<file path="src/rtl/imem_loader.sv">
// Boot-time program loader: packs a little-endian byte stream into 32-bit IMEM words,
// pads the rest of IMEM with NOPs and holds the core in reset until the image is in place.
module imem_loader #(
    parameter int unsigned IMEM_WORDS = 256,
    parameter int unsigned ADDR_W     = 8,
    parameter int unsigned RST_CYCLES = 4,
    parameter logic [31:0] NOP_WORD   = 32'h0000_0013
) (
    input  logic              clk,
    input  logic              reset,
    input  logic              in_valid,
    input  logic [7:0]        in_data,
    input  logic              in_last,
    output logic              in_ready,
    input  logic              load_req,
    output logic              imem_we,
    output logic [ADDR_W-1:0] imem_addr,
    output logic [31:0]       imem_wdata,
    output logic              core_reset,
    output logic              done,
    output logic              error,
    output logic [ADDR_W:0]   words_loaded
);

    typedef enum logic [1:0] {S_LOAD, S_FILL, S_RELEASE, S_RUN} state_e;

    localparam int unsigned      AW1       = ADDR_W + 1;
    localparam int unsigned      RC_W      = (RST_CYCLES < 1) ? 1 : $clog2(RST_CYCLES + 1);
    localparam logic [AW1-1:0]   FULL_CNT  = AW1'(IMEM_WORDS);
    localparam logic [AW1-1:0]   LAST_ADDR = AW1'(IMEM_WORDS - 1);
    localparam logic [RC_W-1:0]  RC_END    = RC_W'(RST_CYCLES);

    state_e            state_q, state_d;
    logic [1:0]        byte_cnt_q, byte_cnt_d;
    logic [31:0]       acc_q, acc_d;
    logic [AW1-1:0]    word_addr_q, word_addr_d;
    logic [AW1-1:0]    words_loaded_q, words_loaded_d;
    logic [RC_W-1:0]   rel_cnt_q, rel_cnt_d;
    logic              in_ready_q, in_ready_d;
    logic              imem_we_q, imem_we_d;
    logic [ADDR_W-1:0] imem_addr_q, imem_addr_d;
    logic [31:0]       imem_wdata_q, imem_wdata_d;
    logic              core_reset_q, core_reset_d;
    logic              done_q, done_d;
    logic              error_q, error_d;

    logic              accept;
    logic              overflow;
    logic              emit;
    logic [31:0]       lane_data;
    logic [AW1-1:0]    addr_after;

    assign accept     = in_valid && in_ready_q;
    assign overflow   = (words_loaded_q == FULL_CNT);
    assign emit       = accept && !overflow && (in_last || (byte_cnt_q == 2'd3));
    assign lane_data  = {24'd0, in_data} << {byte_cnt_q, 3'b000};
    assign addr_after = emit ? (word_addr_q + AW1'(1)) : word_addr_q;

    // NOTE: every register is updated with <= so all flops see pre-edge values of each other.
    always_ff @(posedge clk or negedge reset) begin
        if (!reset) begin
            state_q        <= S_LOAD;
            byte_cnt_q     <= '0;
            acc_q          <= '0;
            word_addr_q    <= '0;
            words_loaded_q <= '0;
            rel_cnt_q      <= '0;
            in_ready_q     <= 1'b0;
            imem_we_q      <= 1'b0;
            imem_addr_q    <= '0;
            imem_wdata_q   <= '0;
            core_reset_q   <= 1'b1;
            done_q         <= 1'b0;
            error_q        <= 1'b0;
        end else begin
            state_q        <= state_d;
            byte_cnt_q     <= byte_cnt_d;
            acc_q          <= acc_d;
            word_addr_q    <= word_addr_d;
            words_loaded_q <= words_loaded_d;
            rel_cnt_q      <= rel_cnt_d;
            in_ready_q     <= in_ready_d;
            imem_we_q      <= imem_we_d;
            imem_addr_q    <= imem_addr_d;
            imem_wdata_q   <= imem_wdata_d;
            core_reset_q   <= core_reset_d;
            done_q         <= done_d;
            error_q        <= error_d;
        end
    end

    always_comb begin
        state_d = state_q;
        case (state_q)
            S_LOAD:    if (accept && in_last) state_d = (addr_after < FULL_CNT) ? S_FILL : S_RELEASE;
            S_FILL:    if (word_addr_q == LAST_ADDR) state_d = S_RELEASE;
            S_RELEASE: if (rel_cnt_q == RC_END) state_d = S_RUN;
            S_RUN:     if (load_req) state_d = S_LOAD;
            default:   state_d = S_LOAD;
        endcase
    end

    // NOTE: each always_comb output gets a default first, so no path can infer a latch.
    always_comb begin
        byte_cnt_d     = byte_cnt_q;
        acc_d          = acc_q;
        word_addr_d    = word_addr_q;
        words_loaded_d = words_loaded_q;
        rel_cnt_d      = '0;
        imem_we_d      = 1'b0;
        imem_addr_d    = imem_addr_q;
        imem_wdata_d   = imem_wdata_q;
        error_d        = error_q;
        case (state_q)
            S_LOAD: begin
                if (accept) begin
                    if (overflow) begin
                        error_d = 1'b1;
                    end else if (emit) begin
                        imem_we_d      = 1'b1;
                        imem_addr_d    = word_addr_q[ADDR_W-1:0];
                        imem_wdata_d   = acc_q | lane_data;
                        word_addr_d    = addr_after;
                        words_loaded_d = words_loaded_q + AW1'(1);
                        acc_d          = '0;
                        byte_cnt_d     = '0;
                    end else begin
                        acc_d      = acc_q | lane_data;
                        byte_cnt_d = byte_cnt_q + 2'd1;
                    end
                    // A last byte that was dropped still leaves the packer clean for a reload.
                    if (in_last) begin
                        acc_d      = '0;
                        byte_cnt_d = '0;
                    end
                end
            end
            S_FILL: begin
                imem_we_d    = 1'b1;
                imem_addr_d  = word_addr_q[ADDR_W-1:0];
                imem_wdata_d = NOP_WORD;
                word_addr_d  = word_addr_q + AW1'(1);
            end
            S_RELEASE: rel_cnt_d = rel_cnt_q + RC_W'(1);
            S_RUN: begin
                if (load_req) begin
                    byte_cnt_d     = '0;
                    acc_d          = '0;
                    word_addr_d    = '0;
                    words_loaded_d = '0;
                    error_d        = 1'b0;
                end
            end
            default: ;
        endcase
    end

    assign in_ready_d   = (state_d == S_LOAD);
    assign core_reset_d = (state_d != S_RUN);
    assign done_d       = (state_d == S_RUN);

    assign in_ready     = in_ready_q;
    assign imem_we      = imem_we_q;
    assign imem_addr    = imem_addr_q;
    assign imem_wdata   = imem_wdata_q;
    assign core_reset   = core_reset_q;
    assign done         = done_q;
    assign error        = error_q;
    assign words_loaded = words_loaded_q;

endmodule

</file>
<file path="config.mk">
export PLATFORM = sky130hd
export DESIGN_NAME = imem_loader
export DESIGN_NICKNAME = d
export VERILOG_FILES = /design/src/rtl/imem_loader.sv
export SDC_FILE = /design/constraint.sdc
export NUM_CORES = 1
export LEC_CHECK = 0
export BUFFER_PORTS_ARGS = -buffer_cell sky130_fd_sc_hd__buf_2
export CORE_UTILIZATION = 40
export DETAILED_ROUTE_END_ITERATION = 16
export GPL_TIMING_DRIVEN = 0
export PLACE_DENSITY = 0.6
export SYNTH_ARGS = -nofsm -noshare
export SYNTH_HDL_FRONTEND = slang
export SYNTH_SLANG_ARGS = --single-unit
</file>
<file path="constraint.sdc">
create_clock -name clk -period 5.5 [get_ports clk]
set_input_delay 1.1 -clock clk [delete_from_list [all_inputs] [get_ports clk]]
set_output_delay 1.1 -clock clk [all_outputs]
set_load 0.01 [all_outputs]
</file>
After elaboration in Yosys (flattened, before gate mapping)

Cells that the tools add are included.

Add/sub/neg operators: 4
$lt $le $gt $ge: 1
Equal/unequal tests: 15
Shift operators: 1
Mux-type cells: 45
Bitwise gates (word level): 1
Reductions and logical operators: 16

Operators by type and width:

| kind                | count |
|---|---|
| $mux 32             | 8 |
| $pmux 32 s2         | 2 |
| $mux 9              | 8 |
| $or 32x32->32       | 1 |
| $shl 8x5->32        | 1 |
| $pmux 9 s3          | 1 |
| $mux 8              | 3 |
| $mux 2              | 10 |
| $add 9x1->9 const B | 2 |
| $pmux 9 s2          | 1 |
| $pmux 8 s2          | 1 |
| $ne 2x2->1 const B  | 6 |
| $reduce_and 4->1    | 3 |
| $reduce_and 5->1    | 2 |
| $eq 9x8->1 const B  | 1 |
| $eq 9x9->1 const B  | 1 |
| $lt 9x9->1 const B  | 1 |
| $eq 2x2->1 const B  | 4 |
| $pmux 2 s4          | 1 |
| $mux 1              | 6 |
| $logic_and 1x1->1   | 4 |
| $logic_not 2->1     | 2 |
| $pmux 1 s2          | 2 |
| $pmux 2 s2          | 1 |
| other kinds (10)    | 11 |

Register bits after elaboration: 102
Input port bits: 13
Output and inout port bits: 54
Word-level logic and storage cells: 96

Longest topological paths before layout

Gate-level depths: netlist (run 1).

Word-level depth: 10
Depth in mapped cells: 8

Least setup slack after synthesis (run 1)

Ideal clock, no wire load.

Path kind: input -> register
Start point: input in_valid
End point: register words_loaded_q[7], in the netlist words_loaded[7]
Setup time: 0.077 ns
Arrival: 2.236 ns
Setup slack: 3.186 ns
Stages: 5
Cells stage by stage: nand4bb_4 > a211o_1 > buf_2 > or4_1 > a21oi_1

Longest elaborated chain between the ends: 5
Elaborated cells between the ends (all ways): 6
Classes of those cells: eq/ne (2); reduce/logical (4)

Ends and longest elaborated chain:

| what                           | line | text |
|---|---|---|
| start: declaration             | 11   | `input logic in_valid,` |
| $logic_and 1x1->1 *            | 53   | `assign accept = in_valid && in_ready_q;` |
| $logic_and 1x1->1 (2 in a row) | 55   | `assign emit = accept && !overflow && (in_last \|\| (byte_cnt_q == 2'd3));` |
| $ne 2x2->1 (no line)           | -    |  |
| $reduce_and 5->1 (no line) *   | -    |  |
| end signal: assignment         | 80   | `words_loaded_q <= words_loaded_d;` |
| end: declaration               | 37   | `logic [AW1-1:0] words_loaded_q, words_loaded_d;` |

Mark *: on every way between the ends. The rest lies on a longest branch, timed or not.
A chain may end at the register's enable or synchronous reset.

Worst setup path in the final report (run 1)

Start point: input in_last
End point: register imem_wdata_q[29], in the netlist imem_wdata[29]

Longest elaborated chain between the ends: 4

Ends and longest elaborated chain:

| what                       | line | text |
|---|---|---|
| start: declaration         | 13   | `input logic in_last,` |
| $logic_or 1x1->1           | 55   |  |
| $logic_and 1x1->1          | 55   |  |
| $ne 2x2->1 (no line)       | -    |  |
| $reduce_and 4->1 (no line) | -    |  |
| end signal: assignment     | 85   | `imem_wdata_q <= imem_wdata_d;` |
| end: declaration           | 42   | `logic [31:0] imem_wdata_q, imem_wdata_d;` |

No other way between the ends.

==> summary.txt, run 1 <==
Layout
  • Total Nets Final: 546
  • Area growth, synth to finish: 17.0%
  • Core Util, Final: 0.491
  • Fillers: 1068
  • Diode count: 0
  • Layout cells sized above 1: 0.200

Detailed routing
  • Met2 wire length: 5.44 mm
  • Initial DRC count: 204
  • Top Layer Used: met4
  • Drt drc: 0
  • Vias: 3742
  • Via/cell ratio: 5.58
  • Metal3 WL: 525 µm
  • WL final: 11.2 mm
  • Drt first pass iters: 4
  • WL per Instance: 16.7 µm
  • Met1 wire length: 5.09 mm
  • Antenna Nets Post-Route: 0

Placed design
  • Routability cong.: 0.855
  • IO buf count: 58
  • Hpwl dp: 7.85 mm

Critical path
  • Critical path data required time: 5.76 ns
  • Critical path class: input port to flop
  • R2R cell count: 8
  • CP max FO: 10
  • Arr. time, crit path: 2.80 ns
  • R2R Path Start: words_loaded[0]
  • Reg2Reg Setup Slack: 3.17 ns
  • FF-to-FF End: imem_wdata[29]
  • Endpoint class of the critical path: flop
  • CP startpoint kind: input port

Global routing
  • First-pass GRT wire length: 18.6 mm
  • Vias in the first global route: 3655
  • Total gr overflow: 0
  • Tot GR Track Use: 0.203
  • Largest net degree at the start of global routing: 71
  • Initial antenna violation count: 0

Synth
  • Post-synthesis register bit count: 102
  • Synthesized cell area: 4650 µm²
  • YS warnings: 0
  • Seq/Total Area, Yosys: 0.550
  • Top FF cell, synth: dfrtp_1
  • Post-Syn Nets: 476
  • Synth Area per Inst: 10.2 µm²
  • Cells after synthesis: 456
  • Async S/R FF share, synth: 1.00
  • Number of synthesized flops with an enable pin: 0
  • Synth cell types: 51

Job
  • # Max-Cap Violations: 0

Clocking
  • Clk root buf: clkbuf_16
  • Setup bufs post-CTS: 0
  • Post-CTS Hold Buffers: 0
  • Clk sinks: 102
  • Clk_lat worst skew: 0.35 ns
  • H-tree depth: 3
  • CTS buffer count: 9
  • Post-CTS resize count: 0
  • Clock-pin slew on the worst setup and hold paths: 0.07 ns
  • Clk buf depth: 2
  • CTS tree: yes

Floorplan
  • Die ar.: 12100 µm²
  • Die width: 110 µm
  • Die Height: 110 µm
  • Site row count: 38
  • Initial Util: 0.419
  • Core area: 11100 µm²
  • Ports: 67

Hold path
  • Hold Crit Start: rel_cnt_q[0]
  • Tightest Hold Check Type: flop to flop
  • Hold Path Sink: rel_cnt_q[0]
  • Worst hold path depth: 1

Timing
  • Slew at the pin closest to its max-slew limit: 0.584 ns
  • Max_slew headroom: 0.610
  • Unrepaired setup endpoints after global routing: false
  • Final Critical Period: 2.54 ns
  • Skew final: 0.00919 ns
  • TNS Setup: 0 ns
  • # setup viols final: 0
  • Peak Freq: 393 MHz
  • Slew Limit Fails: 0
  • Final period utilization: 0.462
  • Final hold vios: 0

Outcome
  • Status: completed

Pwr
  • Lkg Pwr: 0.00252 µW
  • Power per Cell Area: 259 nW/µm²
  • Max IR drop VDD: 140 µV
## power breakdown
part,internal (µW),leakage (µW),switching [µW]
Clock,328,0.000147,299
Sequential,749,0.00135,0
Combinational,6.24,0.00102,26.5
## worst max path at each step
stage                         from              end  slack, ns  cells after the start
after floorplan           in_valid  words_loaded[7]       3.19                      5
after global placement       reset   imem_wdata[17]       2.19                      1
after detailed placement   in_last   imem_wdata[30]       2.63                      7
after CTS                  in_last   imem_wdata[29]       3.00                      7
after global routing      load_req        acc_q[17]       2.82                      6
final                      in_last   imem_wdata[29]       2.96                      7
## synth_stat cells (all sizes together), types with 2 or more instances
library cell  count  area (µm²)
a31oi            32         200
clkbuf           24        92.6
dfrtp           101        2530
o211ai            5        37.5
a21oi            10        50.1
nand2b            7        43.8
nor2b             3        18.8
mux2i             4        40.0
ha                7        87.6
xnor2             2        17.5
nor3             34         170
a211o             5        43.8
inv              12        45.0
or2               2        12.5
a2bb2oi           3        26.3
nand3            11        55.1
nor2             74         285
and3              8        50.1
a221oi            2        17.5
nand2            13        48.8
a211oi           35         273
nor4b             2        47.6
o31ai             3        22.5
o21ai            14        70.1
buf              14        67.6
o22a              2        17.5
mux2              6        67.6
or4               2        15.0
and2              3        18.8
## routing by layer
metal,global-route usage,up-vias
met5,0,-
met4,0.0714,0
met3,0.0379,10
met2,0.333,97
met1,0.269,1832
li1,-,1803
## kinds of logic after synthesis
group / count (synthesis) / share of synthesized area
AO/OA/AOI/OAI: 121 / 0.183
buffers and inverters: 50 / 0.0442
XOR/XNOR: 2 / 0.00377
flip-flops: 102 / 0.550
multiplexers: 10 / 0.0232
adder cells (fa/ha/maj): 7 / 0.0188
AND/OR/NAND/NOR: 164 / 0.177
## flip-flops by register name, summed over array words and instances (netlist names)
| register | cells |
|---|---|
| acc_q | 32 |
| byte_cnt_q | 2 |
| core_reset | 1 |
| done | 1 |
| error | 1 |
| imem_addr | 8 |
| imem_wdata | 32 |
| imem_we | 1 |
| in_ready | 1 |
| rel_cnt_q | 3 |
| state_q | 2 |
| word_addr_q | 9 |
| words_loaded | 9 |
## layout make-up
cell class,instances,area (µm²),share of cell area
sequential,102,2550,0.470
clock inverter,6,53.8,0.00990
clock buffer,10,239,0.0440
buffer,38,160,0.0295
timing repair buffer,59,320,0.0589
tap,140,175,0.0322
multi-input combinational,304,1890,0.347
inverter,12,45.0,0.00829
## through the flow
step	instances	setup slack (ns)	power [µW]	hold WS [ns]	instance area (µm²)
4_1_cts	671	3.00	1430	0.472	5440
3_5_place_dp	655	2.63	798	0.459	5140
2_1_floorplan	456	3.19	772	0.432	4650
3_3_place_gp	654	2.19	795	0.445	5110
5_1_grt	671	2.82	1460	0.498	5440
6_report	671	2.96	1410	0.466	5440
## cell usage in the layout, fill, tap and decap left out, drive strengths merged, types with 4 or more instances in the layout
cell type	Yosys	final
a211oi	35	35
and3	8	8
mux2	6	6
nor3	34	34
ha	7	7
nand2	13	13
inv	12	15
o211ai	5	5
a31oi	32	32
mux2i	4	4
buf	14	73
nor2	74	74
o21ai	14	14
clkbuf	24	34
a211o	5	5
a21oi	10	10
dfrtp	101	101
nand3	11	11
nand2b	7	7
## critical path, stage by stage
cell,delay (ns)
buf_2,0.14
o211ai_1,0.18
a211oi_2,0.56
buf_2,0.33
buf_2,0.24
nor2_1,0.06
nor3_1,0.18
No activity file was read; power rests on OpenSTA's default activity.
==> run 2, diff against run 1 <==
Settings changed: ABC_AREA set to 1, PLACE_DENSITY 0.6 to 0.62.
Clock period 5.5 ns to 2.15 ns, I/O delays scaled along.
==> summary.txt, run 2 <==
Outcome
  • Status: completed (unchanged)

Floorplan
  • Die ar.: 13000 µm² (was 12100 µm²)
  • Site row count: 40 (was 38)
  • Die width: 114 µm (was 110 µm)
  • Core area: 12100 µm² (was 11100 µm²)
  • Initial Util: 0.415 (was 0.419)
  • Ports: 67 (unchanged)
  • Die Height: 114 µm (was 110 µm)

Placed design
  • Hpwl dp: 9.12 mm (was 7.85 mm)
  • IO buf count: 65 (was 58)
  • Area after DPL: 5590 µm² (was 5140 µm²)
  • Placed Instances: 837 (was 655)
  • Routability cong.: 0.869 (was 0.855)

Detailed routing
  • Initial DRC count: 261 (was 204)
  • Drt drc: 0 (unchanged)
  • Antenna Nets Post-Route: 0 (unchanged)
  • Vias: 4340 (was 3742)
  • Drt first pass iters: 5 (was 4)
  • WL per Instance: 14.8 µm (was 16.7 µm)
  • Via/cell ratio: 5.07 (was 5.58)
  • WL final: 12.7 mm (was 11.2 mm)

Layout
  • Total Nets Final: 703 (was 546)
  • Most frequent cells in the layout: dfrtp_1 (101), nand2_1 (99), inv_1 (80) (was dfrtp_1 (101), nor2_1 (73), buf_2 (69))
  • Commonest non-fill, non-tap cell in the layout: dfrtp_1 (unchanged)
  • Fillers: 1229 (was 1068)
  • Area growth, synth to finish: 17.8% (was 17.0%)
  • Multi-input logic area: 1950 µm² (was 1890 µm²)
  • Final instance area: 5920 µm² (was 5440 µm²)
  • Layout cells sized above 1: 0.179 (was 0.200)
  • Final non-filler cell total: 856 (was 671)
  • Diode count: 0 (unchanged)
  • FF/Latch Area: 2550 µm² (unchanged)

Critical path
  • Arr. time, crit path: 2.19 ns (was 2.80 ns)
  • CP startpoint kind: flop (was input port)
  • CP max FO: 10 (unchanged)
  • R2R cell count: 8 (unchanged)
  • Reg2Reg Setup Slack: 0.18 ns (was 3.17 ns)
  • Critical path class: flop to flop (was input port to flop)
  • Endpoint class of the critical path: flop (unchanged)
  • R2R Path Start: byte_cnt_q[1] (was words_loaded[0])
  • Critical path data required time: 2.37 ns (was 5.76 ns)
  • FF-to-FF End: imem_wdata[30] (was imem_wdata[29])

Clocking
  • H-tree depth: 3 (unchanged)
  • CTS tree: yes (unchanged)
  • Clock-pin slew on the worst setup and hold paths: 0.07 ns (about the same)
  • Clk buf depth: 2 (unchanged)
  • Clk_lat worst skew: 0.35 ns (about the same)
  • Clk root buf: clkbuf_16 (unchanged)
  • CTS buffer count: 9 (unchanged)
  • Post-CTS Hold Buffers: 0 (unchanged)
  • Clk sinks: 102 (unchanged)

Synth
  • Cells after synthesis: 603 (was 456)
  • Synth Area per Inst: 8.33 µm² (was 10.2 µm²)
  • Synth cell types: 33 (was 51)
  • Most numerous cell in the Yosys netlist: dfrtp_1 (unchanged)
  • Post-synthesis register bit count: 102 (unchanged)
  • Top post-synthesis cells by area: dfrtp_1 (50%), nand2_1 (7.4%), inv_1 (6.0%) (was dfrtp_1 (54%), nor2_1 (5.9%), a211oi_1 (5.3%))
  • Area share of the largest cell type after synthesis: 0.503 (was 0.544)
  • Area leader, netlist: dfrtp_1 (unchanged)
  • YS warnings: 0 (unchanged)
  • Top FF cell, synth: dfrtp_1 (unchanged)
  • Post-Syn Nets: 623 (was 476)
  • Synthesized cell area: 5020 µm² (was 4650 µm²)
  • Synth cell count leaders: dfrtp_1 (101), nand2_1 (99), inv_1 (80) (was dfrtp_1 (101), nor2_1 (73), nor3_1 (34))
  • Seq/Total Area, Yosys: 0.508 (was 0.550)
  • Async S/R FF share, synth: 1.00 (unchanged)
  • Number of synthesized flops with an enable pin: 0 (unchanged)

Job
  • # Max-Cap Violations: 0 (unchanged)

Timing
  • Unrepaired setup endpoints after global routing: false (unchanged)
  • TNS Setup: 0 ns (unchanged)
  • Max_slew headroom: 0.514 (was 0.610)
  • # setup viols final: 0 (unchanged)
  • Skew final: 0.00905 ns (was 0.00919 ns)
  • Peak Freq: 508 MHz
  • Final hold vios: 0 (unchanged)
  • Final Critical Period: 1.97 ns
  • Final period utilization: 0.915
  • Slew at the pin closest to its max-slew limit: 0.728 ns (was 0.584 ns)
  • Slew Limit Fails: 0 (unchanged)
  • Final hold slack: 0.137 ns (was 0.466 ns)

Hold path
  • Tightest Hold Check Type: input port to async pin (was flop to flop)

Pwr
  • Power per Cell Area: 658 nW/µm² (was 259 nW/µm²)
  • Power Total: 3890 µW (was 1410 µW)
  • Lkg Pwr: 0.00295 µW (was 0.00252 µW)
  • Max IR drop VDD: 390 µV (was 140 µV)

Global routing
  • Total gr overflow: 0 (unchanged)
  • First-pass GRT wire length: 21.0 mm (was 18.6 mm)
  • Initial antenna violation count: 0 (unchanged)
  • Tot GR Track Use: 0.207 (was 0.203)
  • Largest net degree at the start of global routing: 56 (was 71)
  • Vias in the first global route: 4251 (was 3655)
[run 2: cell families after synthesis]
logic type / count (synthesis) / synth area share
adders and majority gates: 7 / 0.0174
xor gates and xnor gates: 6 / 0.0105
AOI/OAI and AO/OA: 125 / 0.146
buffers and inverters: 124 / 0.105
DFF: 102 / 0.508
and+or+nand+nor: 239 / 0.213
[run 2: per-stage QoR]
| step | utilization | worst slack [ns] |
|---|---|---|
| after CTS | 0.486 | 0.0622 |
| after global routing | 0.488 | 0.00648 |
| after floorplan | - | 0.312 |
| final | 0.488 | 0.182 |
| after detailed placement | 0.461 | 0.0873 |
| after global placement | 0.459 | -0.475 |
[run 2: worst max-delay path by stage]
stage	cells past startpoint	slack, ns	start	to
after floorplan	13	0.31	word_addr_q[1]	in_ready
after global placement	1	-0.48	reset	word_addr_q[5]
final	8	0.18	byte_cnt_q[1]	imem_wdata[30]
after CTS	13	0.06	word_addr_q[1]	in_ready
after global routing	14	0.006	word_addr_q[0]	in_ready
after detailed placement	13	0.09	word_addr_q[1]	in_ready
[run 2: per-layer routing]
metal	GRT usage	wire [µm]	up-vias
met5	0	0	-
met4	0.0641	202	0
met3	0.0498	612	16
met2	0.335	5980	107
met1	0.276	5890	2082
li1	-	-	2135
[run 2: area by class of cell]
type	count	share of cell area
plain buffers	35	0.0324
clock buffers	15	0.0453
clock inverters	1	0.00508
inverters	89	0.0565
multi-input cells	377	0.330
flip-flops and latches	102	0.432
well taps	168	0.0355
repair buffers	69	0.0639
[run 2: what timing repair did]
item / CTS / global route
setup buffers: 0 / 3
endpoints found under the setup margin: 0 / 4
gates resized for setup: 0 / 3
endpoints found under the hold margin: 0 / 0
[run 2: worst max-delay path: stages, from the launching register on]
cell,delay (ns)
dfrtp_1,0.55
ha_1,0.22
nor2_1,0.05
nor2_2,0.20
nand3_1,0.23
buf_4,0.24
buf_4,0.18
nand3_1,0.08
o31ai_1,0.08
[run 2: power breakdown]
group	switching, µW	total (µW)	internal (µW)
clock network	700	1670	969
logic	166	244	78.7
registers	21.8	1980	1960
